### config.mk
export PLATFORM = sky130hd
export DESIGN_NAME = pc_fetch_stage
export DESIGN_NICKNAME = d
export VERILOG_FILES = /design/src/rtl/pc_fetch_stage.sv
export SDC_FILE = /design/constraint.sdc
export NUM_CORES = 1
export LEC_CHECK = 0
export BUFFER_PORTS_ARGS = -buffer_cell sky130_fd_sc_hd__buf_2
export CORE_MARGIN = 3
export CORE_UTILIZATION = 40
export DETAILED_ROUTE_END_ITERATION = 6
export MAX_ROUTING_LAYER = met4
export PLACE_DENSITY = 0.74
export SYNTH_ARGS = -nofsm -noshare
export SYNTH_HDL_FRONTEND = slang
export SYNTH_SLANG_ARGS = --single-unit
### constraint.sdc
create_clock -name clk -period 2.99 [get_ports clk]
set_clock_uncertainty 0.15 [all_clocks]
set_input_delay 0.1495 -clock clk [delete_from_list [all_inputs] [get_ports clk]]
set_output_delay 0.1495 -clock clk [all_outputs]
set_load 0.02 [all_outputs]
### src/rtl/pc_fetch_stage.sv
// pc_fetch_stage: PC register and instruction-fetch stage.
// Holds the PC, issues one outstanding request at a time to instruction
// memory and presents the fetched instruction/PC to decode over valid/ready.
// Optional build macro FETCH_PERF_CNT_EN adds fetch/stall performance counters.
module pc_fetch_stage #(
    parameter int unsigned      WIDTH     = 32,
    parameter logic [WIDTH-1:0] RESET_PC  = 32'h0000_0000,
    parameter logic [WIDTH-1:0] NOP_INSTR = 32'h0000_0013
) (
    input  logic             clk,
    input  logic             rst_n,
    input  logic [WIDTH-1:0] pc_next_i,
    input  logic             pc_sel_i,
    output logic             imem_req_o,
    output logic [WIDTH-1:0] imem_addr_o,
    input  logic             imem_gnt_i,
    input  logic             imem_rvalid_i,
    input  logic [WIDTH-1:0] imem_rdata_i,
    output logic             if_valid_o,
    input  logic             if_ready_i,
    output logic [WIDTH-1:0] if_pc_o,
    output logic [WIDTH-1:0] if_pc_plus4_o,
    output logic [WIDTH-1:0] if_instr_o
`ifdef FETCH_PERF_CNT_EN
    ,
    output logic [31:0]      perf_fetch_cnt_o,
    output logic [31:0]      perf_stall_cnt_o
`endif
);

    typedef enum logic [1:0] {
        S_REQ,
        S_WAIT,
        S_DROP
    } state_e;

    state_e           state_q, state_d;
    logic [WIDTH-1:0] pc_q, pc_d;
    logic             buf_valid_q, buf_valid_d;
    logic [WIDTH-1:0] buf_pc_q, buf_pc_d;
    logic [WIDTH-1:0] buf_instr_q, buf_instr_d;

    logic             consume;
    logic             req;
    logic             fire;
    logic             fill;
    logic [WIDTH-1:0] redirect_pc;

    // Next-state, request and output-buffer control.
    always_comb begin
        state_d     = state_q;
        pc_d        = pc_q;
        fill        = 1'b0;
        consume     = buf_valid_q & if_ready_i;
        // A new request only when the buffer has room for its response;
        // gated by rst_n so nothing is requested while reset is held.
        req         = (state_q == S_REQ) & (~buf_valid_q | consume) & rst_n;
        fire        = req & imem_gnt_i;
        redirect_pc = pc_next_i & ~WIDTH'(3);

        case (state_q)
            S_REQ: begin
                if (fire) state_d = pc_sel_i ? S_DROP : S_WAIT;
            end
            S_WAIT: begin
                if (imem_rvalid_i) begin
                    state_d = S_REQ;
                    if (!pc_sel_i) begin
                        fill = 1'b1;
                        pc_d = pc_q + WIDTH'(4);
                    end
                end else if (pc_sel_i) begin
                    state_d = S_DROP;
                end
            end
            S_DROP: begin
                if (imem_rvalid_i) state_d = S_REQ;
            end
            default: state_d = S_REQ;
        endcase

        // Redirect overrides both the +4 advance and any buffer fill.
        if (pc_sel_i) pc_d = redirect_pc;

        buf_valid_d = buf_valid_q & ~consume;
        buf_pc_d    = buf_pc_q;
        buf_instr_d = buf_instr_q;
        if (fill) begin
            buf_valid_d = 1'b1;
            buf_pc_d    = pc_q;
            buf_instr_d = imem_rdata_i;
        end
        if (pc_sel_i) buf_valid_d = 1'b0;
    end

    // State, PC and output-buffer registers.
    always_ff @(posedge clk or negedge rst_n) begin
        if (!rst_n) begin
            state_q     <= S_REQ;
            pc_q        <= RESET_PC;
            buf_valid_q <= 1'b0;
            buf_pc_q    <= RESET_PC;
            buf_instr_q <= NOP_INSTR;
        end else begin
            state_q     <= state_d;
            pc_q        <= pc_d;
            buf_valid_q <= buf_valid_d;
            buf_pc_q    <= buf_pc_d;
            buf_instr_q <= buf_instr_d;
        end
    end

    assign imem_req_o    = req;
    assign imem_addr_o   = pc_q;
    assign if_valid_o    = buf_valid_q;
    assign if_pc_o       = buf_pc_q;
    assign if_pc_plus4_o = buf_pc_q + WIDTH'(4);
    assign if_instr_o    = buf_valid_q ? buf_instr_q : NOP_INSTR;

`ifdef FETCH_PERF_CNT_EN
    logic [31:0] fetch_cnt_q, stall_cnt_q;

    // Count accepted instructions and cycles stalled by decode.
    always_ff @(posedge clk or negedge rst_n) begin
        if (!rst_n) begin
            fetch_cnt_q <= '0;
            stall_cnt_q <= '0;
        end else begin
            if (buf_valid_q & if_ready_i)  fetch_cnt_q <= fetch_cnt_q + 32'd1;
            if (buf_valid_q & ~if_ready_i) stall_cnt_q <= stall_cnt_q + 32'd1;
        end
    end

    assign perf_fetch_cnt_o = fetch_cnt_q;
    assign perf_stall_cnt_o = stall_cnt_q;
`endif

endmodule

==> impl_results.md <==
- Status: finished clean
- Pwr/cell area: 667 nW/µm²
- Clock Sinks: 95
- Unique masters post-synth: 39
- Met3 WL: 800 µm
- Yosys warning total: 0
- First-iteration detailed-routing DRC count: 378
- Sequential area share after synthesis: 48.2%
- Yosys top cell area share: 46.6%
- Slew headroom: 57.3%
- Num ports: 200
- Max rail drop VDD: 0.472 mV
- Vias per Instance: 5.18
- H-Tree Depth: 3
- P_int: 2.94 mW
- Num CTS Buffers: 9
- Yosys top cell by area: dfrtp_1
- Post-CTS sizing: 0
- Max-slew violation count: 0
- Post-Synthesis Cells: 467
- Drt first pass iters: 4
- #FFs+latches synth: 95
- Clock transition at path regs: 0.06 ns
- Initial antenna violation count: 0
- Setup Viol. Count Final: 0
- Worst-Skew Late Latency: 0.34 ns
- CTS tree: done
- RD Place Congestion: 0.892
- Number of synthesized flops with an enable pin: 0
- WHS Path Cells: 3
- Critical path type: reg -> reg
- FF-to-FF setup slack: 0.54 ns
- Setup TNS: 0 ns
- Crit. End Element: flop
- Synth top area cells: dfrtp_1 (47%), mux2_2 (14%), xnor2_1 (4.8%)
- HP Start: pc_sel_i
- Synth cell count leaders: dfrtp_1 (92), mux2_2 (60), and2_1 (31), nand2_1 (31), xnor2_1 (27)
- Worst path max stage delay: 0.62 ns
- DIE WIDTH: 117 µm
- Post-route ant nets: 0
- Clock network power share: 23.5%
- Die ar.: 13700 µm²
- Type of origin of the critical path: flop
- FF-to-FF End: imem_addr_o[26]
- ANT cells: 0
- Via count: 4602
- Final period utilization: 82.0%
- Largest net degree at the start of global routing: 50
- Max Cap Viol: 0
- Worst R2R Path Depth: 5
- Worst path cell trace: ha_1 > nand2_1 > or3_1 > or4_1 > a31oi_1
- DRT met1 WL: 6050 µm
- Worst path buffer plus inverter count: 0
- Minimum clock period: 2.45 ns
- Non-Filler Instances: 889
- First-pass GRT wire length: 22900 µm
- # fillers: 961
- DRC viols: 0
- Most common cell in the synthesized netlist: dfrtp_1
- Placed cell count: 808
- Chip height: 117 µm
- Overflow left after global routing: 0
- Flop pwr share: 42.9%
- Total wire length: 14900 µm
- Fraction of power spent switching nets: 37.2%
- Mapped cell area: 4940 µm²
- Bufs on Longest Clock Path: 2
- Maximum fanout along the worst path: 18
- Detail Route met2 WL: 7650 µm
- Required time of the critical path: 3.09 ns
- CP top delay family: simple AND/OR/NAND/NOR gates
- Vias in the first global route: 4620
- Slowest stage cell, crit path: or3_1
- FF-to-FF Start: imem_addr_o[2]
- Final Total Pwr: 4.68 mW
- Peak Freq: 408 MHz
- Rows: 39
- Combinational share of power: 33.6%
- Syn avg cell area: 10.6 µm²
- RSZ-0062 raised after global routing: no
- Tightest Pin Transition: 0.641 ns
- Leak Pwr: 3.26 nW
- Psw: 1.74 mW
- Final number of hold-violating endpoints: 0
- Hold path endpoint: imem_addr_o[10]
- I/O Buffers: 191
- Starting Density: 42.0%
- Nets: 793
- Area of the core: 11800 µm²
- DR top layer: met4
- HP Class: in -> reg
- Synth-to-layout area growth: 42.0%
- Tot GR Track Use: 22.1%
- Asr flop ratio synth: 100%
- DR WL/cell: 16.7 µm
- Dpl hpwl: 10500 µm
- Root buffer cell: clkbuf_16
- CP Data Arrival Time: 2.55 ns
- Layout cells sized above 1: 39.3%
- Top FF cell, synth: dfrtp_1
## layer usage
layer,vias up,global-route usage (%)
li1,2181,-
met5,-,-
met4,0,7.80
met2,182,37.7
met1,2216,26.0
met3,23,4.32
## power groups by stage
stage	Sequential [mW]	Clock [mW]	Combinational, mW
after floorplan	2.14	0	0.758
after global placement	2.00	0	1.48
after detailed placement	2.03	0	1.51
after CTS	2.00	1.13	1.59
after global routing	2.06	1.18	1.69
final	2.01	1.10	1.57
## what timing repair did
action | 4_1_cts | 5_1_grt
endpoints found under the setup margin | 0 | 0
hold buffers | 66 | 0
hold endpoints to repair | 156 | 0
setup buffers | 0 | 0
## cell type report
type / count / area (µm²) / share of cell area (%)
Timing Repair Buffer: 268 / 1700 / 24.2
Tap cell: 164 / 205 / 2.92
Clock buffer: 13 / 270 / 3.85
Sequential cell: 95 / 2380 / 33.9
Inverter: 8 / 30.0 / 0.428
Multi-Input combinational cell: 339 / 2410 / 34.4
Clock inverter: 2 / 15.0 / 0.214
## worst reg2reg max path, delay by kind of cell, from the launching register on
kind	cells	cell delay, ns
AO/OA/AOI/OAI	1	0.19
adder cells (fa/ha/maj)	1	0.24
flip-flops	1	0.46
AND/OR/NAND/NOR	3	1.33
## logic make-up after synthesis
kind of cell,synth area share (%)
and+or+nand+nor,20.5
DFF,48.2
muxes,13.9
AOI/OAI and AO/OA,6.84
buffers and inverters,3.49
xor gates and xnor gates,6.56
adders and majority gates,0.506
other,0.0759
## per-stage QoR
step	hold slack, ns	area (µm²)	setup slack, ns	util, %
after floorplan	-0.296	4960	0.700	-
after global placement	0.210	6070	0.671	51.6
after detailed placement	0.217	6070	0.578	51.6
after CTS	0.0967	7020	0.533	59.7
after global routing	0.162	7020	0.357	59.7
final	0.114	7020	0.539	59.7
## registers in the layout, indices dropped and copies added (netlist names)
register / flops
buf_instr_q: 32
if_pc_o: 30
imem_addr_o: 30
state_q: 2
if_valid_o: 1
## how the worst max path moves through the flow
stage	depth (start not counted)	startpoint	slack, ns	end
floorplan	4	if_pc_o[16]	0.70	if_pc_plus4_o[26]
CTS	7	if_pc_o[2]	0.53	if_pc_plus4_o[18]
detailed placement	5	imem_addr_o[2]	0.58	imem_addr_o[26]
global route	7	if_pc_o[2]	0.36	if_pc_plus4_o[18]
global placement	5	imem_addr_o[2]	0.67	imem_addr_o[26]
finish	5	imem_addr_o[2]	0.54	imem_addr_o[26]
## cells in the final DEF, fill, tap and decap left out, types with 8 or more instances in the layout
master	count
buf_2	190
dfrtp_1	92
dlygate4sd3_1	66
mux2_2	60
nand2_1	31
and2_1	31
xnor2_1	27
nor2_1	23
nand3_1	21
a31oi_1	19
o21ai_0	19
nand4_1	17
or4_1	14
o31ai_1	13
buf_4	12
xor2_1	10
clkbuf_16	9
and3_1	8
inv_1	8
Power figures use the tool's default switching activity.
